[src/rtl/dmem_port_arbiter_pkg.sv]
// Shared types and sizes for the data-memory port arbiter.
package dmem_port_arbiter_pkg;

  localparam int DMEM_NUM_REQ = 2;
  localparam int DMEM_ADDR_W  = 32;
  localparam int DMEM_DATA_W  = 32;

  // P0_PRI: pipeline has fixed priority; P1_LOCK: debug/DMA holds a locked burst
  typedef enum logic {
    P0_PRI  = 1'b0,
    P1_LOCK = 1'b1
  } dmem_arb_state_t;

endpackage

[src/rtl/dmem_port_arbiter_if.sv]
// Requester-side bundle: two request channels plus response and stall back to them.
interface dmem_port_arbiter_if;
  import dmem_port_arbiter_pkg::*;

  logic [DMEM_NUM_REQ-1:0]                  req_valid;
  logic [DMEM_NUM_REQ-1:0]                  req_ready;
  logic [DMEM_NUM_REQ-1:0]                  req_we;
  logic [DMEM_NUM_REQ-1:0]                  req_lock;
  logic [DMEM_NUM_REQ-1:0][DMEM_ADDR_W-1:0] req_addr;
  logic [DMEM_NUM_REQ-1:0][DMEM_DATA_W-1:0] req_wdata;
  logic [DMEM_NUM_REQ-1:0]                  resp_valid;
  logic [DMEM_DATA_W-1:0]                   resp_rdata;
  logic                                     pipe_stall;

  // Requesters (MEM stage and debug/DMA master)
  modport master (
    output req_valid, req_we, req_lock, req_addr, req_wdata,
    input  req_ready, resp_valid, resp_rdata, pipe_stall
  );

  // Arbiter
  modport slave (
    input  req_valid, req_we, req_lock, req_addr, req_wdata,
    output req_ready, resp_valid, resp_rdata, pipe_stall
  );

endinterface

[src/rtl/dmem_port_arbiter.sv]
// Arbitrates the single data-memory port between the pipeline (port 0) and the
// debug/DMA master (port 1). Port 0 has fixed priority except when port 1 has
// starved for STARVE_LIMIT cycles or is inside a locked burst of up to
// MAX_BURST beats. One read is outstanding at a time; its data is routed back
// to the owner one cycle after the transfer.
module dmem_port_arbiter
  import dmem_port_arbiter_pkg::*;
#(
  parameter int STARVE_LIMIT = 8,
  parameter int MAX_BURST    = 4
) (
  input  logic                   clk,
  input  logic                   reset,
  dmem_port_arbiter_if.slave     req_if,
  output logic                   mem_read_enable,
  output logic                   mem_write_enable,
  output logic [DMEM_ADDR_W-1:0] mem_addr,
  output logic [DMEM_DATA_W-1:0] mem_write_data,
  input  logic [DMEM_DATA_W-1:0] mem_read_data
);

  localparam int WC_W = $clog2(STARVE_LIMIT + 1);
  localparam int BC_W = $clog2(MAX_BURST + 1);
  localparam logic [WC_W-1:0] WAIT_MAX = WC_W'(STARVE_LIMIT);
  localparam logic [BC_W-1:0] BEAT_MAX = BC_W'(MAX_BURST);

  dmem_arb_state_t state;
  logic [WC_W-1:0] wait_cnt;
  logic [BC_W-1:0] beat_cnt;
  logic [BC_W-1:0] bc_nxt;
  logic [1:0]      grant;
  logic            sel_we;

  // Response tracker: one transfer in flight, owner and kind captured at transfer
  logic            vld_p1;
  logic            owner_p1;
  logic            we_p1;

  // Only the debug/DMA lock is honoured
  logic            unused_lock0;
  assign unused_lock0 = req_if.req_lock[0];

  // Starvation counter increment, holding at the force-grant threshold
  function automatic logic [WC_W-1:0] sat_inc(input logic [WC_W-1:0] v);
    return (v >= WAIT_MAX) ? v : v + WC_W'(1);
  endfunction

  assign bc_nxt = beat_cnt + BC_W'(1);

  // Grant decision: at most one port per cycle, nothing while reset is high
  always_comb begin
    grant = 2'b00;
    if (!reset) begin
      unique case (state)
        P0_PRI: begin
          if (req_if.req_valid[1] && ((wait_cnt >= WAIT_MAX) || !req_if.req_valid[0]))
            grant = 2'b10;
          else if (req_if.req_valid[0])
            grant = 2'b01;
        end
        P1_LOCK: begin
          if (req_if.req_valid[1])
            grant = 2'b10;
        end
        default: grant = 2'b00;
      endcase
    end
  end

  // Memory drive from the granted request; idle bus is all zero
  always_comb begin
    sel_we           = grant[1] ? req_if.req_we[1] : req_if.req_we[0];
    mem_read_enable  = (|grant) & ~sel_we;
    mem_write_enable = (|grant) & sel_we;
    mem_addr         = '0;
    mem_write_data   = '0;
    if (grant[1]) begin
      mem_addr       = req_if.req_addr[1];
      mem_write_data = req_if.req_wdata[1];
    end else if (grant[0]) begin
      mem_addr       = req_if.req_addr[0];
      mem_write_data = req_if.req_wdata[0];
    end
  end

  // Handshake and response outputs
  always_comb begin
    req_if.req_ready  = grant;
    req_if.pipe_stall = req_if.req_valid[0] & ~grant[0] & ~reset;
    req_if.resp_valid = 2'b00;
    req_if.resp_rdata = '0;
    if (vld_p1) begin
      req_if.resp_valid = owner_p1 ? 2'b10 : 2'b01;
      if (!we_p1)
        req_if.resp_rdata = mem_read_data;
    end
  end

  // Control state: FSM, starvation and burst counters, response valid
  always_ff @(posedge clk or posedge reset) begin
    if (reset) begin
      state    <= P0_PRI;
      wait_cnt <= '0;
      beat_cnt <= '0;
      vld_p1   <= 1'b0;
    end else begin
      vld_p1 <= |grant;

      if (!req_if.req_valid[1] || grant[1])
        wait_cnt <= '0;
      else
        wait_cnt <= sat_inc(wait_cnt);

      unique case (state)
        P0_PRI: begin
          // A burst that would already be full after this beat never enters lock
          if (grant[1] && req_if.req_lock[1] && (bc_nxt != BEAT_MAX)) begin
            state    <= P1_LOCK;
            beat_cnt <= bc_nxt;
          end
        end
        P1_LOCK: begin
          if (!req_if.req_valid[1] ||
              (grant[1] && (!req_if.req_lock[1] || (bc_nxt == BEAT_MAX)))) begin
            state    <= P0_PRI;
            beat_cnt <= '0;
            wait_cnt <= '0;
          end else if (grant[1]) begin
            beat_cnt <= bc_nxt;
          end
        end
        default: begin
          state    <= P0_PRI;
          beat_cnt <= '0;
        end
      endcase
    end
  end

  // Response owner/kind, captured on every transfer
  always_ff @(posedge clk) begin
    if (|grant) begin
      owner_p1 <= grant[1];
      we_p1    <= sel_we;
    end
  end

endmodule

[src/flat_wrapper.sv]
// flat-port wrapper written by rule: the top's interface ports become plain ports
module dmem_port_arbiter_flat import dmem_port_arbiter_pkg::*;
#(
  parameter int STARVE_LIMIT = 8,
  parameter int MAX_BURST    = 4
)
  (clk, reset, mem_read_enable, mem_write_enable, mem_addr, mem_write_data, mem_read_data, req_if_req_valid, req_if_req_we, req_if_req_lock, req_if_req_addr, req_if_req_wdata, req_if_req_ready, req_if_resp_valid, req_if_resp_rdata, req_if_pipe_stall);
  dmem_port_arbiter_if req_if_i ();
  input  logic clk;
  input  logic reset;
  output logic mem_read_enable;
  output logic mem_write_enable;
  output logic [DMEM_ADDR_W-1:0] mem_addr;
  output logic [DMEM_DATA_W-1:0] mem_write_data;
  input  logic [DMEM_DATA_W-1:0] mem_read_data;
  input wire logic [$bits(req_if_i.req_valid)-1:0] req_if_req_valid;
  input wire logic [$bits(req_if_i.req_we)-1:0] req_if_req_we;
  input wire logic [$bits(req_if_i.req_lock)-1:0] req_if_req_lock;
  input wire logic [$bits(req_if_i.req_addr)-1:0] req_if_req_addr;
  input wire logic [$bits(req_if_i.req_wdata)-1:0] req_if_req_wdata;
  output wire logic [$bits(req_if_i.req_ready)-1:0] req_if_req_ready;
  output wire logic [$bits(req_if_i.resp_valid)-1:0] req_if_resp_valid;
  output wire logic [$bits(req_if_i.resp_rdata)-1:0] req_if_resp_rdata;
  output wire logic [$bits(req_if_i.pipe_stall)-1:0] req_if_pipe_stall;
  assign req_if_i.req_valid = req_if_req_valid;
  assign req_if_i.req_we = req_if_req_we;
  assign req_if_i.req_lock = req_if_req_lock;
  assign req_if_i.req_addr = req_if_req_addr;
  assign req_if_i.req_wdata = req_if_req_wdata;
  assign req_if_req_ready = req_if_i.req_ready;
  assign req_if_resp_valid = req_if_i.resp_valid;
  assign req_if_resp_rdata = req_if_i.resp_rdata;
  assign req_if_pipe_stall = req_if_i.pipe_stall;
  dmem_port_arbiter #(.STARVE_LIMIT(STARVE_LIMIT), .MAX_BURST(MAX_BURST)) u_core (.clk(clk), .reset(reset), .req_if(req_if_i), .mem_read_enable(mem_read_enable), .mem_write_enable(mem_write_enable), .mem_addr(mem_addr), .mem_write_data(mem_write_data), .mem_read_data(mem_read_data));
endmodule
[config.mk]
export PLATFORM = sky130hd
export DESIGN_NAME = dmem_port_arbiter_flat
export DESIGN_NICKNAME = d
export VERILOG_FILES = /design/src/rtl/dmem_port_arbiter_pkg.sv /design/src/rtl/dmem_port_arbiter_if.sv /design/src/rtl/dmem_port_arbiter.sv /design/src/flat_wrapper.sv
export SDC_FILE = /design/constraint.sdc
export NUM_CORES = 1
export LEC_CHECK = 0
export BUFFER_PORTS_ARGS = -buffer_cell sky130_fd_sc_hd__buf_2
export CAP_MARGIN = 20
export CELL_PAD_IN_SITES_DETAIL_PLACEMENT = 1
export CELL_PAD_IN_SITES_GLOBAL_PLACEMENT = 1
export CORE_MARGIN = 2
export CORE_UTILIZATION = 14
export CTS_CLUSTER_SIZE = 10
export DETAILED_ROUTE_END_ITERATION = 10
export GPL_TIMING_DRIVEN = 0
export PLACE_DENSITY = 0.78
export SYNTH_ARGS = -nofsm -noshare
export SYNTH_HDL_FRONTEND = slang
export SYNTH_SLANG_ARGS = --single-unit
[constraint.sdc]
create_clock -name clk -period 1.7 [get_ports clk]
set_input_delay 0.34 -clock clk [delete_from_list [all_inputs] [get_ports clk]]
set_output_delay 0.34 -clock clk [all_outputs]
set_load 0.005 [all_outputs]
# == Word-level counts from Yosys, hierarchy flattened ==
# Index checks and enable logic that the tools add are counted.
# word_totals
regBits,11
wordCells,59
# classes
muxes,25
addsub,2
eq_ne,4
n_bitwise,8
reduce_logical,13
magnitude_cmp,1
# ops
op,n
two-way mux 32 bit,6
two-way mux 4 bit,4
two-way mux 2 bit,5
two-way mux 3 bit,3
"inequality test 3 bit, second input constant",2
case mux 3 bit (2 select lines),1
"adder 4 x 1 -> 4 bit, second input constant",1
bitwise AND 1 bit,4
"greater-or-equal comparator 4 bit, second input constant",1
logical AND 1 bit,4
logical OR 1 bit,4
two-way mux 1 bit,4
NOT 1 bit,4
case mux 2 bit (2 select lines),1
"adder 3 x 1 -> 3 bit, second input constant",1
"equality test 3 bit, second input constant",1
zero test 1 bit,3
"inequality test 2 x 1 -> 1 bit, second input constant",1
case mux 1 bit (2 select lines),1
AND reduction 2 bit,1
OR reduction 2 bit,1

# == Depth between registers and ports, before layout ==
# logic_depth
depth_word,10
mapped_depth,8
depth_no_buf,5

# == Worst setup path before layout ==
# Ideal clock, no wire load.
# synth_timing
path_kind,register -> output
start,register u_core.wait_cnt[3]
end,output port mem_addr[10]
n_path_buf,4
stages_incl_launch_ff,9
arrival_ns,1.583
slack_ns,-0.223
cell_sequence,dfrtp_1 -> buf_6 -> or3b_1 -> buf_2 -> nand2_4 -> inv_2 -> buf_6 -> buf_6 -> a22o_1
# synth_between
elab_chain_len,8
# synth_lines
item,line,rtl
from (decl),dmem_port_arbiter.sv:28,logic [WC_W-1:0] wait_cnt;
from (signal assigned),dmem_port_arbiter.sv:112,wait_cnt <= sat_inc(wait_cnt);
greater-or-equal comparator 4 bit (*),dmem_port_arbiter.sv:56,if (req_if.req_valid[1] && ((wait_cnt >= WAIT_MAX) || !req_if.req_valid[0]))
logical OR 1 bit (*),dmem_port_arbiter.sv:56,
logical AND 1 bit (*),dmem_port_arbiter.sv:56,
two-way mux 2 bit (*),dmem_port_arbiter.sv:56,
case mux 2 bit (2 select lines) (*),dmem_port_arbiter.sv:54,unique case (state)
two-way mux 2 bit (*),dmem_port_arbiter.sv:53,if (!reset) begin
two-way mux 32 bit,dmem_port_arbiter.sv:80,end else if (grant[0]) begin
two-way mux 32 bit (*),dmem_port_arbiter.sv:77,if (grant[1]) begin
to (decl),flat_wrapper.sv:13,output logic [DMEM_ADDR_W-1:0] mem_addr;
# Every way passes the cells marked *; elsewhere a longest branch is shown, timed or not.

# == Worst setup path in the final report ==
# layout_timing
start,register u_core.state
end,output port mem_write_data[0]
# layout_between
elab_chain_len,5
# layout_lines
item,line,rtl
from (decl),dmem_port_arbiter.sv:27,dmem_arb_state_t state;
from (signal assigned),dmem_port_arbiter.sv:102,state <= P0_PRI;
from (signal assigned),dmem_port_arbiter.sv:118,state <= P1_LOCK;
from (signal assigned),dmem_port_arbiter.sv:125,state <= P0_PRI;
NOT 1 bit,dmem_port_arbiter.sv:54,
case mux 2 bit (2 select lines) (*),dmem_port_arbiter.sv:54,
two-way mux 2 bit (*),dmem_port_arbiter.sv:53,
two-way mux 32 bit,dmem_port_arbiter.sv:80,
two-way mux 32 bit (*),dmem_port_arbiter.sv:77,
to (decl),flat_wrapper.sv:14,output logic [DMEM_DATA_W-1:0] mem_write_data;
# Marked as above.

==> impl_metrics.json <==
{
  "cp_slowest_cell": "dfrtp_2",
  "synth-async-reset-ratio": 0.818,
  "muxShareOfSynthArea": 0.00656,
  "path_class": "flop to output port",
  "crit_arrival_ns": 1.86,
  "core_area_sq_um": 10700,
  "r2r_setup_slack_ns": -0.13,
  "drive_gt1_frac": 0.700,
  "synth_seq_cells": 11,
  "cts_tree": "yes",
  "fp-row-count": 38,
  "violations": "negative setup slack",
  "seq_area_frac_synth": 0.187,
  "io_buffers": 269,
  "synth-edff-count": 2,
  "fillCellCount": 1369,
  "grt_max_degree": 12,
  "firstDrtPassIters": 4,
  "min_path_type": "input port to asynchronous set/reset pin",
  "cpPeakStageDelay_ns": 0.42,
  "wl_per_cell_um": 16.9,
  "syn-instance-count": 180,
  "maxCapViolations": 0,
  "start_util": 0.142,
  "grt_usage": 0.150,
  "cts_root_buf": "clkbuf_8",
  "hpwlAfterDp_um": 8290,
  "ys_warn_count": 0,
  "status": "complete, but fails checks",
  "drc_errors": 0,
  "die_x_um": 108,
  "final_antenna_net_count": 0,
  "design.die.area_sq_um": 11700,
  "crit_required_ns": 1.36,
  "synth-xor-area-share": 0.0115,
  "slew_viol_final": 0,
  "clkTransAtPathRegs_ns": 0.05,
  "synth_top_family_by_area": "compound AO/OA/AOI/OAI gates",
  "synthesis.nets": 352,
  "fin_crit_sh": 1.29,
  "synth_top_area_cell": "a22o_1",
  "vias_per_cell": 4.40,
  "ir_worst_vdd_v": 0.000283,
  "setup_slack_ns": -0.498,
  "antenna_found_initial": 0,
  "n_antenna_cell": 0,
  "seq_area_sq_um": 287,
  "finalClockSkew_ns": 0.00339,
  "ys_types": 33,
  "area_delta_synth_final_pct": 132,
  "syn_avg_cell_area_sq_um": 8.47,
  "drt_iter0_drc": 101,
  "num_vias": 2712,
  "grt_pass1_vias": 2612,
  "tightest_slew_ns": 0.478,
  "synth-simple-area-share": 0.228,
  "multi_input_area_sq_um": 1170,
  "rsz0062_at_grt": "true",
  "globalplace.congestion": 0.873,
  "htreeDepth": 1,
  "drt-total-wl_um": 10400,
  "clock_latency_ns": 0.24,
  "period_needed_ns": 2.20,
  "synth_compound_area_frac": 0.430,
  "grt.overflow.total": 0,
  "powerDensity_nw_per_um2": 624,
  "cts_buffers": 3,
  "max_freq_mhz": 455,
  "critPathLaunchType": "flop",
  "grt_pass1_wl_um": 13700,
  "leakage_nw": 2.11,
  "final_nets": 650,
  "synth_ff_type": "dfrtp_1",
  "die_h_um": 108,
  "cts_num_sinks": 11,
  "finalSetupViolCount": 72,
  "slew-limit-headroom": 0.678,
  "synthesis.area_sq_um": 1530,
  "io_pins": 271,
  "power.total_w": 0.00221,
  "synthAdderAreaFrac": 0.0328,
  "setup.worst_path.end_class": "output port",
  "synth_area_leaders": "a22o_1 (37%), dfrtp_1 (15%), and2_1 (14%), buf_6 (5.2%), edfxtp_1 (3.9%)",
  "path_cells": "or3b_4 -> nand2_8 -> inv_8 -> buf_12 -> buf_6 -> a22o_1 -> buf_2",
  "critPathMaxFanout": 5,
  "tns_ns": -30.46,
  "finalHoldViolCount": 0,
  "yosysTopAreaCellShare": 0.368,
  "cts_buffer_depth": 2
}
report_power, final:
group	total, W	switching, W	internal [W]
sequential	0.000380	0.0000494	0.000331
clock	0.000263	0.0000987	0.000165
combinational	0.00156	0.000687	0.000874
total	0.00221	0.000835	0.00137
worst max-delay path, delay by kind of cell, from the launching register on:
| family | cells | cell delay, ns |
|---|---|---|
| AND/OR/NAND/NOR | 2 | 0.52 |
| buffers and inverters | 4 | 0.44 |
| flip-flops | 1 | 0.42 |
| AO/OA/AOI/OAI | 1 | 0.24 |
cell type report:
| cell class | count | share of cell area |
|---|---|---|
| buffer | 16 | 0.0485 |
| timing repair buffer | 296 | 0.468 |
| tap | 140 | 0.0496 |
| multi-input combinational | 143 | 0.330 |
| clock buffer | 4 | 0.0127 |
| sequential | 11 | 0.0811 |
| inverter | 7 | 0.00956 |
metal layers:
metal  GRT usage  share of wire  vias to the layer above
li1            -              -                     1277
met1       0.170           0.38                     1276
met2       0.279           0.52                      145
met3      0.0458          0.091                       14
met4      0.0238          0.016                        0
met5           0              0                        -
state kept, by name, indices dropped and copies added (netlist names):
signal,cells
u_core.vld_p1,1
u_core.beat_cnt,3
u_core.owner_p1,1
u_core.state,1
u_core.we_p1,1
u_core.wait_cnt,4
path summary, 6_finish.rpt:
kind                                         start  cells after the start                  to
worst max-delay path                  u_core.state                      7   mem_write_data[0]
worst min-delay path                         reset                      2  u_core.wait_cnt[3]
worst max register to register        u_core.state                      8  u_core.beat_cnt[2]
worst min register to register  u_core.wait_cnt[2]                      2  u_core.wait_cnt[3]
max in group asynchronous                    reset                      2        u_core.state
min in group clk                  req_if_req_we[0]                      3        u_core.we_p1
per-stage QoR:
| step | utilization | setup slack (ns) | instance area, sq um | cells | hold slack [ns] |
|---|---|---|---|---|---|
| 2_1_floorplan | - | -0.170 | 1540 | 180 | 0.168 |
| 3_3_place_gp | 0.285 | -0.607 | 3060 | 589 | 0.379 |
| 3_5_place_dp | 0.285 | -0.581 | 3060 | 589 | 0.399 |
| 4_1_cts | 0.315 | -0.618 | 3380 | 608 | 0.148 |
| 5_1_grt | 0.329 | -0.541 | 3530 | 617 | 0.193 |
| 6_report | 0.329 | -0.498 | 3530 | 617 | 0.173 |
cell families after synthesis:
| logic type | Yosys count |
|---|---|
| mux | 1 |
| compound gates | 79 |
| flops | 11 |
| buf+inv | 26 |
| simple gates | 57 |
| fa+ha+maj | 4 |
| xor+xnor | 2 |
timing repair:
action / 4_1_cts / 5_1_grt
setup endpoints to repair: 102 / 96
gates resized for setup: 39 / 26
hold buffers: 0 / 0
pin swaps: 10 / 9
cloned: 4 / 1
setup buffers: 11 / 11
synthesized netlist by cell type (2+ instances only):
cell type / instances
a22o_1: 64
and2_1: 33
dfrtp_1: 9
buf_2: 7
buf_6: 7
inv_1: 6
clkbuf_1: 5
nor2_1: 5
nor2b_1: 5
a21oi_1: 4
ha_1: 4
o21ai_0: 4
nand2b_1: 3
and3_1: 2
edfxtp_1: 2
nand2_1: 2
nand3_1: 2
placed cells by master (no fill, tap or decap), types with 2 or more instances in the layout:
cell,instances
a21oi_1,3
a22o_1,64
and2_1,33
and3_4,2
buf_16,2
buf_2,269
buf_4,15
buf_6,13
buf_8,6
clkbuf_2,3
clkbuf_4,2
clkbuf_8,3
dfrtp_1,8
edfxtp_1,2
ha_1,3
inv_1,5
nand2_1,2
nand2b_1,3
nor2_1,4
nor2b_1,3
o21ai_0,2
o21ai_1,2
No activity file was read; power rests on OpenSTA's default activity.
